File: src/rtl/vend_sequencer.sv
// Vending sequencer. Coins are accepted in IDLE, a buy or refund request is
// arbitrated there, a purchase is released in a single VEND cycle, and change
// is paid out greedily through a valid/ready coin dispenser in CHANGE.
module vend_sequencer #(
  parameter int PRICE0     = 25,
  parameter int PRICE1     = 50,
  parameter int PRICE2     = 75,
  parameter int PRICE3     = 90,
  parameter int CREDIT_MAX = 95
) (
  input  logic       Clock,
  input  logic       Reset,
  input  logic       Quarters,
  input  logic       Dimes,
  input  logic       Nickles,
  input  logic [3:0] Buy,
  input  logic       Refund,
  input  logic       DispReady,
  output logic       DispValid,
  output logic [1:0] DispCoin,
  output logic [3:0] Vending,
  output logic       CoinReject,
  output logic       Deny,
  output logic       Busy,
  output logic [6:0] Credit,
  output logic [3:0] QCnt,
  output logic [3:0] DCnt,
  output logic [3:0] NCnt
);

  typedef enum logic [1:0] {IDLE, VEND, CHANGE} state_t;

  localparam logic [1:0] COIN_NONE = 2'b00;
  localparam logic [1:0] COIN_NICK = 2'b01;
  localparam logic [1:0] COIN_DIME = 2'b10;
  localparam logic [1:0] COIN_QTR  = 2'b11;

  state_t     state_q, state_d;
  logic [6:0] credit_q, credit_d;
  logic [1:0] sel_q, sel_d;
  logic [3:0] qcnt_q, qcnt_d, dcnt_q, dcnt_d, ncnt_q, ncnt_d;
  logic [3:0] vending_q, vending_d;
  logic       reject_q, reject_d;
  logic       deny_q, deny_d;
  logic       disp_valid_q, disp_valid_d;
  logic [1:0] disp_coin_q, disp_coin_d;

  // Per-item price lookup.
  function automatic logic [6:0] price_of(input logic [1:0] idx);
    case (idx)
      2'd0:    price_of = 7'(PRICE0);
      2'd1:    price_of = 7'(PRICE1);
      2'd2:    price_of = 7'(PRICE2);
      default: price_of = 7'(PRICE3);
    endcase
  endfunction

  // Largest coin not exceeding the given amount.
  function automatic logic [1:0] greedy(input logic [6:0] amt);
    if (amt >= 7'd25)      greedy = COIN_QTR;
    else if (amt >= 7'd10) greedy = COIN_DIME;
    else if (amt >= 7'd5)  greedy = COIN_NICK;
    else                   greedy = COIN_NONE;
  endfunction

  function automatic logic [6:0] coin_value(input logic [1:0] c);
    case (c)
      COIN_QTR:  coin_value = 7'd25;
      COIN_DIME: coin_value = 7'd10;
      COIN_NICK: coin_value = 7'd5;
      default:   coin_value = 7'd0;
    endcase
  endfunction

  // Lowest-index set bit of the buy request.
  function automatic logic [1:0] lowest_idx(input logic [3:0] b);
    if (b[0])      lowest_idx = 2'd0;
    else if (b[1]) lowest_idx = 2'd1;
    else if (b[2]) lowest_idx = 2'd2;
    else           lowest_idx = 2'd3;
  endfunction

  logic       any_coin;
  logic       multi_coin;
  logic [6:0] in_value;
  logic [7:0] coin_sum;
  logic [1:0] buy_idx;

  assign any_coin   = Quarters | Dimes | Nickles;
  assign multi_coin = (Quarters & Dimes) | (Quarters & Nickles) | (Dimes & Nickles);
  assign in_value   = Quarters ? 7'd25 : (Dimes ? 7'd10 : (Nickles ? 7'd5 : 7'd0));
  assign coin_sum   = {1'b0, credit_q} + {1'b0, in_value};
  assign buy_idx    = lowest_idx(Buy);

  // Next-state, credit and output pulse computation.
  always_comb begin
    logic req_win;
    state_d   = state_q;
    credit_d  = credit_q;
    sel_d     = sel_q;
    qcnt_d    = qcnt_q;
    dcnt_d    = dcnt_q;
    ncnt_d    = ncnt_q;
    vending_d = 4'b0000;
    reject_d  = 1'b0;
    deny_d    = 1'b0;
    req_win   = 1'b0;
    case (state_q)
      IDLE: begin
        if (Refund && credit_q != 7'd0) begin
          state_d = CHANGE;
          qcnt_d  = 4'd0;
          dcnt_d  = 4'd0;
          ncnt_d  = 4'd0;
          req_win = 1'b1;
        end else if (Buy != 4'b0000) begin
          if (credit_q >= price_of(buy_idx)) begin
            state_d   = VEND;
            sel_d     = buy_idx;
            vending_d = 4'b0001 << buy_idx;
            req_win   = 1'b1;
          end else begin
            deny_d = 1'b1;
          end
        end
        // A winning request takes the cycle; coins arriving with it bounce.
        if (any_coin) begin
          if (req_win || coin_sum > 8'(CREDIT_MAX)) begin
            reject_d = 1'b1;
          end else begin
            credit_d = coin_sum[6:0];
            reject_d = multi_coin;
          end
        end
      end
      VEND: begin
        reject_d = any_coin;
        credit_d = credit_q - price_of(sel_q);
        if (credit_d != 7'd0) begin
          state_d = CHANGE;
          qcnt_d  = 4'd0;
          dcnt_d  = 4'd0;
          ncnt_d  = 4'd0;
        end else begin
          state_d = IDLE;
        end
      end
      CHANGE: begin
        reject_d = any_coin;
        if (disp_valid_q && DispReady) begin
          credit_d = credit_q - coin_value(disp_coin_q);
          case (disp_coin_q)
            COIN_QTR:  qcnt_d = qcnt_q + 4'd1;
            COIN_DIME: dcnt_d = dcnt_q + 4'd1;
            COIN_NICK: ncnt_d = ncnt_q + 4'd1;
            default:   ;
          endcase
          if (credit_d == 7'd0) state_d = IDLE;
        end
      end
      default: state_d = IDLE;
    endcase
    // Dispenser offer follows the next state and next credit, so it is held
    // stable across stalls and recomputed right after each accepted coin.
    disp_valid_d = (state_d == CHANGE);
    disp_coin_d  = disp_valid_d ? greedy(credit_d) : COIN_NONE;
  end

  // State and registered outputs; reset abandons any change in progress.
  always_ff @(posedge Clock or negedge Reset) begin
    if (!Reset) begin
      state_q      <= IDLE;
      credit_q     <= 7'd0;
      sel_q        <= 2'd0;
      qcnt_q       <= 4'd0;
      dcnt_q       <= 4'd0;
      ncnt_q       <= 4'd0;
      vending_q    <= 4'b0000;
      reject_q     <= 1'b0;
      deny_q       <= 1'b0;
      disp_valid_q <= 1'b0;
      disp_coin_q  <= COIN_NONE;
    end else begin
      state_q      <= state_d;
      credit_q     <= credit_d;
      sel_q        <= sel_d;
      qcnt_q       <= qcnt_d;
      dcnt_q       <= dcnt_d;
      ncnt_q       <= ncnt_d;
      vending_q    <= vending_d;
      reject_q     <= reject_d;
      deny_q       <= deny_d;
      disp_valid_q <= disp_valid_d;
      disp_coin_q  <= disp_coin_d;
    end
  end

  assign Busy       = (state_q != IDLE);
  assign Credit     = credit_q;
  assign QCnt       = qcnt_q;
  assign DCnt       = dcnt_q;
  assign NCnt       = ncnt_q;
  assign Vending    = vending_q;
  assign CoinReject = reject_q;
  assign Deny       = deny_q;
  assign DispValid  = disp_valid_q;
  assign DispCoin   = disp_coin_q;

endmodule

File: config.mk
export PLATFORM = sky130hd
export DESIGN_NAME = vend_sequencer
export DESIGN_NICKNAME = d
export VERILOG_FILES = /design/src/rtl/vend_sequencer.sv
export SDC_FILE = /design/constraint.sdc
export NUM_CORES = 1
export LEC_CHECK = 0
export ABC_AREA = 1
export CORE_MARGIN = 2
export CORE_UTILIZATION = 45
export CTS_CLUSTER_SIZE = 10
export DETAILED_ROUTE_END_ITERATION = 8
export GPL_TIMING_DRIVEN = 0
export HOLD_SLACK_MARGIN = 0.05
export PLACE_DENSITY = 0.68
export SETUP_SLACK_MARGIN = 0.15
export SLEW_MARGIN = 20
export SYNTH_ARGS = -nofsm -noshare
export SYNTH_HDL_FRONTEND = slang
export SYNTH_SLANG_ARGS = --single-unit
File: constraint.sdc
create_clock -name Clock -period 4.8 [get_ports Clock]
set_clock_uncertainty 0.1 [all_clocks]
set_input_delay 1.44 -clock Clock [delete_from_list [all_inputs] [get_ports Clock]]
set_output_delay 1.44 -clock Clock [all_outputs]
set_load 0.02 [all_outputs]
# After elaboration in Yosys (flattened, before gate mapping)
# Cells that the tools add are included.
[op_classes]
addsub = 6
order_cmp = 5
eq_ne = 16
shifts = 1
muxes = 56
bitwise = 8
n_reduce_logical = 17
[ops]
columns = ["op", "count"]
rows = [
  ["$mux 7", 9],
  ["$pmux 7 s3", 3],
  ["$mux 4", 13],
  ["$pmux 4 s3", 3],
  ["$mux 2", 11],
  ["$pmux 5 s3", 1],
  ["$reduce_and 5->1", 3],
  ["$reduce_bool 7->1", 2],
  ["$sub 7x7->7", 2],
  ["$add 4x1->4 const B", 3],
  ["$eq 2x2->1 const B", 6],
  ["$mux 1", 12],
  ["$add 7x5->8", 1],
  ["$eq 2x1->1 const B", 4],
  ["$gt 8x7->1 const B", 1],
  ["$ge 7x3->1 const B", 1],
  ["$ge 7x4->1 const B", 1],
  ["$ge 7x5->1 const B", 1],
  ["$ge 7x7->1", 1],
  ["$logic_not 7->1", 1],
  ["$logic_not 2->1", 3],
  ["$ne 2x1->1 const B", 3],
  ["$ne 2x2->1 const B", 3],
  ["$pmux 2 s3", 1],
  ["14 further kinds", 20],
]
[totals]
ff_bits = 32

# Depth between registers and ports, before layout
# Gate-level depths: netlist (run 1).
[logic_depth]
word_depth = 22
ltp_mapped = 23
mapped_depth_nobuf = 23

# Least setup slack after synthesis (run 1)
# Ideal clock, no wire load.
[synth_path]
path_kind = "input -> register"
from = "in Quarters"
to = "reg disp_coin_q[0] (netlist: DispCoin[0])"
t_arrival_ns = 3.398
required_ns = 4.623
path_slack_ns = 1.224
cell_stages = 18
n_path_buf = 0
path_cell_list = "or2_2 -> nor2_1 -> ha_1 -> nand2_1 -> nand3_1 -> nand2_1 -> o21ai_1 -> nor2_2 -> nand4_4 -> clkinv_2 -> nand2_1 -> nand3_1 -> nand2_1 -> nand2_1 -> nand2_1 -> nor2_2 -> nand3_1 -> a21oi_1"
[synth_between]
elab_chain_len = 12
[synth_lines]
columns = ["item", "line_no", "rtl"]
rows = [
  ["start: declaration", "13", "input logic Quarters,"],
  ["$mux 5", "91", "assign in_value = Quarters ? 7'd25 : (Dimes ? 7'd10 : (Nickles ? 7'd5 : 7'd0));"],
  ["$add 7x5->8", "92", "assign coin_sum = {1'b0, credit_q} + {1'b0, in_value};"],
  ["$gt 8x7->1", "128", "if (req_win || coin_sum > 8'(CREDIT_MAX)) begin"],
  ["$logic_or 1x1->1", "128", ""],
  ["$mux 7", "128", ""],
  ["$mux 7 *", "127", "if (any_coin) begin"],
  ["$pmux 7 s3 *", "108", "case (state_q)"],
  ["$ge 7x3->1", "62", "else if (amt >= 7'd5) greedy = COIN_NICK;"],
  ["$mux 1", "62", ""],
  ["$mux 2", "61", "else if (amt >= 7'd10) greedy = COIN_DIME;"],
  ["$mux 2 *", "60", "if (amt >= 7'd25) greedy = COIN_QTR;"],
  ["$mux 2 *", "166", "disp_coin_d = disp_valid_d ? greedy(credit_d) : COIN_NONE;"],
  ["net disp_coin_d[0]", "46", "logic [1:0] disp_coin_q, disp_coin_d;"],
  ["end signal: assignment", "194", "disp_coin_q <= disp_coin_d;"],
  ["end: declaration", "46", ""],
]
# Mark *: on every way through the listed nets, which the timed path passes. The rest lies on a longest branch.
# A chain may end at the register's enable or synchronous reset.

# Worst setup path in the final report (run 1)
[layout_path]
from = "in Quarters"
to = "reg disp_coin_q[0] (netlist: DispCoin[0])"
[layout_between]
elab_chain_len = 12
[layout_lines]
columns = ["item", "line_no", "rtl"]
rows = [
  ["$mux 5", "91", ""],
  ["$add 7x5->8", "92", ""],
  ["$gt 8x7->1", "128", ""],
  ["$logic_or 1x1->1", "128", ""],
  ["$mux 7", "128", ""],
  ["$mux 7 *", "127", ""],
  ["$pmux 7 s3 *", "108", ""],
  ["net credit_d[4]", "39", "logic [6:0] credit_q, credit_d;"],
  ["$ge 7x3->1", "62", ""],
  ["$mux 1", "62", ""],
  ["$mux 2", "61", ""],
  ["$mux 2 *", "60", ""],
  ["$mux 2 *", "166", ""],
  ["net disp_coin_d[0]", "46", ""],
]
# Marked as above.

==> results list, run 1 <==
- Post-cts resize count: 0
- After synthesis the netlist holds a flip-flop and latch count of 32.
* Met3 WL post-DR: 304 µm
- The routed layout has 2,749 vias.
* Core outline area: 0.00628 mm²
- Worst vdd rail ir drop: 0.000409 V
* Number of sinks handled by clock tree synthesis: 32
- Post-Synth Adder-Cell Area: 14.2%
* Compound-Gate Fraction of Synth Area: 11.6%
* Class of the tightest hold or removal check: flop to flop
- In the final layout, the share of cells above drive strength 1 is 8.01%.
- The worst path needs 4190 ps of the cycle, external delays included.
- The initialized floorplan defines 29 standard-cell rows.
- Highest net fanout along the worst path: 5
- For this design the top-level I/O count stands at 40.
- Data arrival time at the worst-slack endpoint: 4310 ps
- Die area: 0.00706 mm²
* H-Tree Depth: 2
- Count of hold-fix buffers inserted at cts: 0
* Per-cell routed wire length: 13.2 µm
- For this run, design rule violations remaining after detail routing come to 0.
- Cells after DPL: 531
- The detailed router finished its first iteration with 130 violations.
- From bottom edge to top edge, the die measures 84.0 µm.
- Of the total synthesized cell area, the portion taken by XOR and XNOR cells is 4.86%.
- Count of port buffers added during placement: 39
- Number of buffer and inverter instances along the worst setup path: 4
* Most area-consuming cells after synthesis: sky130_fd_sc_hd__dfrtp_1 (28%), sky130_fd_sc_hd__nand2_1 (14%), sky130_fd_sc_hd__ha_1 (12%)
- Met1 wire length: 3400 µm
- After layout, the design draws a total of 2.73 mW.
- Global-route wire length before repair: 11,800 µm
- Simple logic cell fraction of the synthesized area: 31.6%
- Number of buffers added by the clock tree synthesis step: 5
- Distinct cell type count after synthesis: 39
- Compared with the post-synthesis result, the final layout area differs by 21.1%.
- Peak per-stage delay on the critical path: 560 ps
- Detailed route wirelength on metal2: 3330 µm
- Summed over all cells, the static leakage comes to 1.76 nW.
* Initial Utilization: 45.9%
* Outcome: finished clean
* Clock edge transition at the registers on the reported setup and hold paths: 70 ps
* Number of enable flip-flop cells after synthesis: 0
* Max clock buf depth: 2
- Across the run, the number of max-cap violations was 0.
* Most frequently used cell type in the post-synthesis netlist: sky130_fd_sc_hd__nand2_1
* Relative slew slack: 67.7%
- Buffers inserted during post-CTS setup optimization: 0
* Area share of the largest cell type after synthesis: 27.8%
- Crit path max-delay family: simple AND/OR/NAND/NOR gates
- CTS root buffer: sky130_fd_sc_hd__clkbuf_8
* Net count after synthesis: 456
- The worst path uses 87.3% of the clock period.
- The floorplan step set the die width to 84.0 µm.
* Cell area power density: 782 mW/mm²
- The congestion estimate from routability-driven global placement came to 0.982.
- Required time worst endpoint: 4920 ps
* Proportion of synthesized chip area in sequential cells: 27.8%
* Crit path launch type: primary input
- TritonCTS clock tree: built
- Commonest register cell after synthesis: sky130_fd_sc_hd__dfrtp_1
- Type of element capturing the critical path: flop
- Most frequent CP cell: sky130_fd_sc_hd__nand2_1
* Fraction of registers with async set or reset after synthesis: 100%
- Critical path cell sequence: clkdlybuf4s50_1, nor2_1, nor2_1, ha_1, inv_1, fa_1, inv_1, nand2_1, nand3_1, nand2_1, nand2_1, nor2_1, nor2_2, nand4_1, nand3_1, nand2_1, nand2_1, inv_1, nor2_2, nand3_1, a21oi_1
* Final hold viol count: 0
- After routing, the total negative slack on setup checks comes to 0 ps.
- In this run the remaining antenna-violating nets after routing total 0.
* Largest net degree at the start of global routing: 31
- At the pin with the least slew margin, the transition time is 484 ps.
- Total gr overflow: 0
* RSZ-0062 raised after global routing: no
- The number of antenna violations at the first check in global routing was 0.
- Dpl hpwl: 5740 µm
* Post-DR vias/cell: 5.10
- Setup violations remaining at the end of the flow were counted as 0.
- Wires add up to 7120 µm.
- After detailed routing, no signal wire sits above met4.
- Mean post-synth cell area: 6.96 µm²
* Max-slew violation count: 0
- The biggest area contributor in the post-synthesis netlist is sky130_fd_sc_hd__dfrtp_1.
- Main combinational cell family by area after synthesis: simple AND/OR/NAND/NOR gates
- Detailed-router iteration count before antenna repair: 4
- Via count of the first global-routing pass: 2,570
- Static timing analysis puts the maximum clock frequency at 239 MHz.
- Cell Count, Final, Fillers Out: 539
* Clock network latency to the later pin of the worst-skew pair: 290 ps
- During synthesis, Yosys emitted a total of 0 warnings.
* Multiplexer fraction of the synthesized cell area: 0%
* Synth Instances: 414
- Total global-route track usage: 20.8%
- Post-Syn Area: 0.00288 mm²
- Top post-synthesis cells by count: sky130_fd_sc_hd__nand2_1 (105), sky130_fd_sc_hd__inv_1 (59), sky130_fd_sc_hd__nor2_1 (50), sky130_fd_sc_hd__dfrtp_1 (32), sky130_fd_sc_hd__ha_1 (28)
* Worst Path Class, Setup: primary input to flop
* Final antenna diode count: 0
- The largest individual stage delay along the critical path comes from the cell sky130_fd_sc_hd__clkdlybuf4s50_1.
- Total number of nets in the final design: 503
## report_power, final
| part | leakage, nW | internal (mW) | total, mW | switching, mW |
|---|---|---|---|---|
| Combinational | 1.29 | 0.754 | 1.96 | 1.20 |
| Sequential | 0.413 | 0.375 | 0.513 | 0.138 |
| Clock | 0.0552 | 0.154 | 0.259 | 0.105 |
## worst reg2reg max path: cells and delay by family (launching register included)
family / cells / cell delay [ps]
compound gates: 3 / 560
xor+xnor: 1 / 220
fa+ha+maj: 2 / 610
buf+inv: 2 / 280
flops: 1 / 420
simple gates: 7 / 800
## routing by layer
metal	vias up	track usage, %
met5	-	0
met4	0	4.40
met3	9	3.76
met2	54	34.1
met1	1257	28.6
li1	1429	-
## logic make-up (layout without fill, tap and decap cells)
logic type / count (synthesis) / after routing
AOI/OAI and AO/OA: 57 / 57
xor gates and xnor gates: 16 / 16
adders and majority gates: 31 / 31
buffers and inverters: 71 / 119
DFF: 32 / 32
and+or+nand+nor: 207 / 207
## sequential cells by signal, summed over array words and instances (netlist names)
signal	count
Deny	1
state_q	2
QCnt	4
DispCoin	2
DCnt	4
NCnt	4
DispValid	1
CoinReject	1
Vending	4
sel_q	2
Credit	7
## worst paths after layout
kind / end / slack [ps] / cells past startpoint / from
setup / recovery: DispCoin[0] / 610 / 21 / Quarters
hold / removal: DCnt[3] / 420 / 1 / DCnt[3]
setup reg to reg: DispCoin[1] / 1740 / 15 / Credit[0]
hold reg to reg: DCnt[3] / 420 / 1 / DCnt[3]
max in group asynchronous: CoinReject / 3390 / 2 / Reset
min in group asynchronous: Vending[1] / 850 / 1 / Reset
## through the flow
step | hold slack [ps] | worst slack [ps] | util (%) | area, µm²
2_1_floorplan | 396 | 1220 | - | 2880
3_3_place_gp | 396 | 403 | 53.7 | 3370
5_1_grt | 431 | 259 | 55.6 | 3490
6_report | 415 | 609 | 55.6 | 3490
3_5_place_dp | 406 | 317 | 53.9 | 3380
4_1_cts | 426 | 609 | 55.6 | 3490
## area by class of cell
type / instances / area (µm²)
well taps: 77 / 96.3
flip-flops and latches: 32 / 801
clock inverters: 2 / 35.0
clock buffers: 6 / 72.6
inverters: 65 / 246
fillers: 610 / 2790
multi-input cells: 311 / 1790
repair buffers: 40 / 405
plain buffers: 6 / 40.0
## cell usage in the layout (no fill, tap or decap), types with 6 or more instances in the layout
cell type and instances:
sky130_fd_sc_hd__xnor2_1 6, sky130_fd_sc_hd__nand4_1 9, sky130_fd_sc_hd__xor2_1 10, sky130_fd_sc_hd__o21ai_0 11, sky130_fd_sc_hd__ha_1 28, sky130_fd_sc_hd__nand2_1 105, sky130_fd_sc_hd__nor2_1 50, sky130_fd_sc_hd__inv_1 59
sky130_fd_sc_hd__clkdlybuf4s50_1 38, sky130_fd_sc_hd__nand3_1 21, sky130_fd_sc_hd__a21oi_1 26, sky130_fd_sc_hd__dfrtp_1 32
No activity file was read; power rests on OpenSTA's default activity.
==> run 2: changes to the inputs <==
--- a/config.mk
+++ b/config.mk
@@ -18,3 +18,4 @@
 export SYNTH_ARGS = -nofsm -noshare
 export SYNTH_HDL_FRONTEND = slang
 export SYNTH_SLANG_ARGS = --single-unit
+export TNS_END_PERCENT = 30
==> constraint.sdc (replaced) <==
create_clock -name Clock -period 4.35 [get_ports Clock]
set_clock_uncertainty 0.1 [all_clocks]
set_input_delay 1.305 -clock Clock [delete_from_list [all_inputs] [get_ports Clock]]
set_output_delay 1.305 -clock Clock [all_outputs]
set_load 0.02 [all_outputs]
==> results list, run 2 (same netlist as run 1, synthesis figures left out) <==
- The setup total negative slack was 0 ps (unchanged).
- Core outline area: 0.00628 mm² (unchanged)
- The maximum number of pins on one net before global-route repair came to 31 (unchanged).
- Clock edge transition at the registers on the reported setup and hold paths: 70 ps (about the same)
* Post-DR vias/cell: 5.12 (+0.43%)
* Outcome: finished clean
* Final hold slack: 415 ps (+0.0130 ps)
* Crit path launch type: primary input
- Ratio of final minimum period to clock period: 89.0%
* Internal power: 1.42 mW (+11%)
* Type of element capturing the critical path: flop
- The DRC violation count after routing was 0 (unchanged).
* Layout Area Growth over Synthesis: 21.8%
- The global placement routability congestion came to 0.982 (unchanged).
- The post-layout instance area came to 0.00351 mm² (+0.57%).
- Minimum period implied by the final worst setup slack: 3870 ps
- Required time worst endpoint: 4470 ps (-450 ps)
- Antenna Violating Nets Remaining: 0 (unchanged)
- Antenna violations before repair: 0 (unchanged)
- Die area: 0.00706 mm² (unchanged)
- The floorplan row count came to 29 (unchanged).
- The critical path is of the primary input to flop type.
- The first-pass iteration count of the detailed router came to 4 (unchanged).
- Total wire length: 7120 µm (unchanged)
- Final antenna diode count: 0 (unchanged)
- The initial core utilization is 45.9% (unchanged).
- The number of hold violations in the final report was 0 (unchanged).
- The TritonCTS sink count was 32 (unchanged).
- Setup repair after global routing left no endpoint under its margin.
- The die span in x came to 84.0 µm (unchanged).
* Data arrival time at the worst-slack endpoint: 3990 ps (-320 ps)
- The cell that appears most often on the critical path is sky130_fd_sc_hd__nand2_1.
* Cell Area, Placed: 0.00338 mm² (unchanged)
* Peak Freq: 258 MHz
- Worst Max-Slew Pin Slew: 484 ps (-0.656 ps)
- Total gr overflow: 0 (unchanged)
* Cell area power density: 861 mW/mm² (+10%)
* Worst vdd rail ir drop: 0.000451 V (+10%)
* Count of port buffers added during placement: 39 (unchanged)
* Commonest cells after routing, fill and taps aside: sky130_fd_sc_hd__nand2_1 (104), sky130_fd_sc_hd__inv_1 (59), sky130_fd_sc_hd__nor2_1 (50)
* Share of total power consumed by net switching: 52.9% (-0.065 points)
* Global-route wire length before repair: 11,800 µm (unchanged)
- P_sw: 1.60 mW (+11%)
- The leakage power is 1.78 nW (+1.2%).
- Highest net fanout along the worst path: 8 (+3)
- In this design, the largest share of critical-path delay is due to simple AND/OR/NAND/NOR gates.
- In this run the worst hold path is classified as flop to flop.
- The DRC violation total after the first TritonRoute iteration came to 142 (+9.2%).
* Max reg flops: 7 (unchanged)
- Total global-route track usage: 20.8% (unchanged)
- The clock buffer count from CTS is 5 (unchanged).
* Top-level port count: 40 (unchanged)
- The count of maximum capacitance violations was 0 (unchanged).
* Fraction of final layout cells sized beyond drive strength 1: 8.86% (+0.85 points)
- On the critical path, the stage with the largest delay is an instance of sky130_fd_sc_hd__clkdlybuf4s50_1.
- Max-slew violation count: 0 (unchanged)
- Total number of vias: 2,766 (+0.62%)
- TritonCTS built the clock tree.
- Relative slew slack: 67.8% (about the same)
- Final setup violation count: 0 (unchanged)
- The combinational group share of total power is 71.8% (about the same).
- Via count of the first global-routing pass: 2,570 (unchanged)
- Clock network fraction of total power: 9.5% (about the same)
- The fraction of power consumed by sequential logic is 18.7% (about the same).
- Dpl hpwl: 5740 µm (unchanged)
* Die span in y: 84.0 µm (unchanged)
- The source-to-sink clock delay at the later pin of the worst-skew pair was 290 ps (about the same).
- The count of nets after finishing came to 504 (+0.20%).
- Leading cell type in the layout, fill and taps excluded: sky130_fd_sc_hd__nand2_1
- Critical path cell sequence: clkdlybuf4s50_1, or2_2, nor2_1, ha_1, nand2_1, nand3_1, nand2_1, o21ai_1, nor2_2, nand4_4, clkinv_2, nand2_1, nand3_1, nand2_1, nand2_1, nand2_1, nor2_2, nand3_1, a21oi_1
* Number of buffer and inverter instances along the worst setup path: 2 (-2)
* Max clock buf depth: 2 (unchanged)
* CTS root buffer: sky130_fd_sc_hd__clkbuf_8
* H-Tree Depth: 2 (unchanged)
* Per-cell routed wire length: 13.2 µm (-0.19%)
- Peak per-stage delay on the critical path: 430 ps (-130 ps)
==> run 2: changes by cell type in the layout (fill, tap and decap cells not counted), sizes merged <==
cell	previous run	this run
buf	6	7
clkdlybuf4s50	38	36
dlymetal6s2s	0	2
==> run 2: what timing repair did <==
action / in CTS / in global routing
buffers inserted: 0 / 1
hold buffers: 0 / 0
gates resized for setup: 0 / 5
endpoints found under the setup margin: 0 / 2
==> run 2: power by group through the flow <==
stage	clock network, mW	logic [mW]	registers [mW]
floorplan	0	1.47	0.641
global placement	0	2.11	0.574
detailed placement	0	2.15	0.574
CTS	0.293	2.17	0.569
global route	0.305	2.46	0.586
finish	0.286	2.17	0.567
==> run 2: final cells by class <==
type	count	area, µm²
repair buffers	41	418
clock buffers	6	72.6
well taps	77	96.3
clock inverters	2	35.0
flip-flops and latches	32	801
plain buffers	6	40.0
fillers	609	2770
multi-input cells	311	1800
inverters	65	246
==> run 2: path summary, 6_finish.rpt <==
check,start,end,slack [ps],cells after the start
max,Dimes,DispCoin[0],480,19
min,DCnt[3],DCnt[3],420,1
max reg2reg,Credit[0],DispCoin[1],1280,15
min reg2reg,DCnt[3],DCnt[3],420,1
max in group asynchronous,Reset,CoinReject,3070,2
min in group asynchronous,Reset,Vending[1],720,1
==> run 2: through the flow <==
step           worst slack [ps]  cells  util (%)  power [mW]
2_1_floorplan               909    414         -        2.11
3_3_place_gp               87.8    530      53.7        2.68
3_5_place_dp               2.10    531      53.9        2.73
4_1_cts                     294    539      55.6        3.03
5_1_grt                     150    540      55.9        3.35
6_report                    478    540      55.9        3.02
==> run 2: routing by layer <==
| metal | GRT usage [%] | routed length (µm) | up-vias |
|---|---|---|---|
| met2 | 34.1 | 3340 | 61 |
| met1 | 28.6 | 3430 | 1263 |
| met3 | 3.76 | 266 | 9 |
| li1 | - | - | 1433 |
| met5 | 0 | 0 | - |
| met4 | 4.40 | 81 | 0 |
==> run 3: changes to the inputs <==
--- a/config.mk
+++ b/config.mk
@@ -8,7 +8,7 @@
 export ABC_AREA = 1
 export CORE_MARGIN = 2
 export CORE_UTILIZATION = 45
-export CTS_CLUSTER_SIZE = 10
+export CTS_CLUSTER_SIZE = 8
 export DETAILED_ROUTE_END_ITERATION = 8
 export GPL_TIMING_DRIVEN = 0
 export HOLD_SLACK_MARGIN = 0.05
==> results of run 3 <==
Final layout, timing and power as in run 2 (identical DEF).
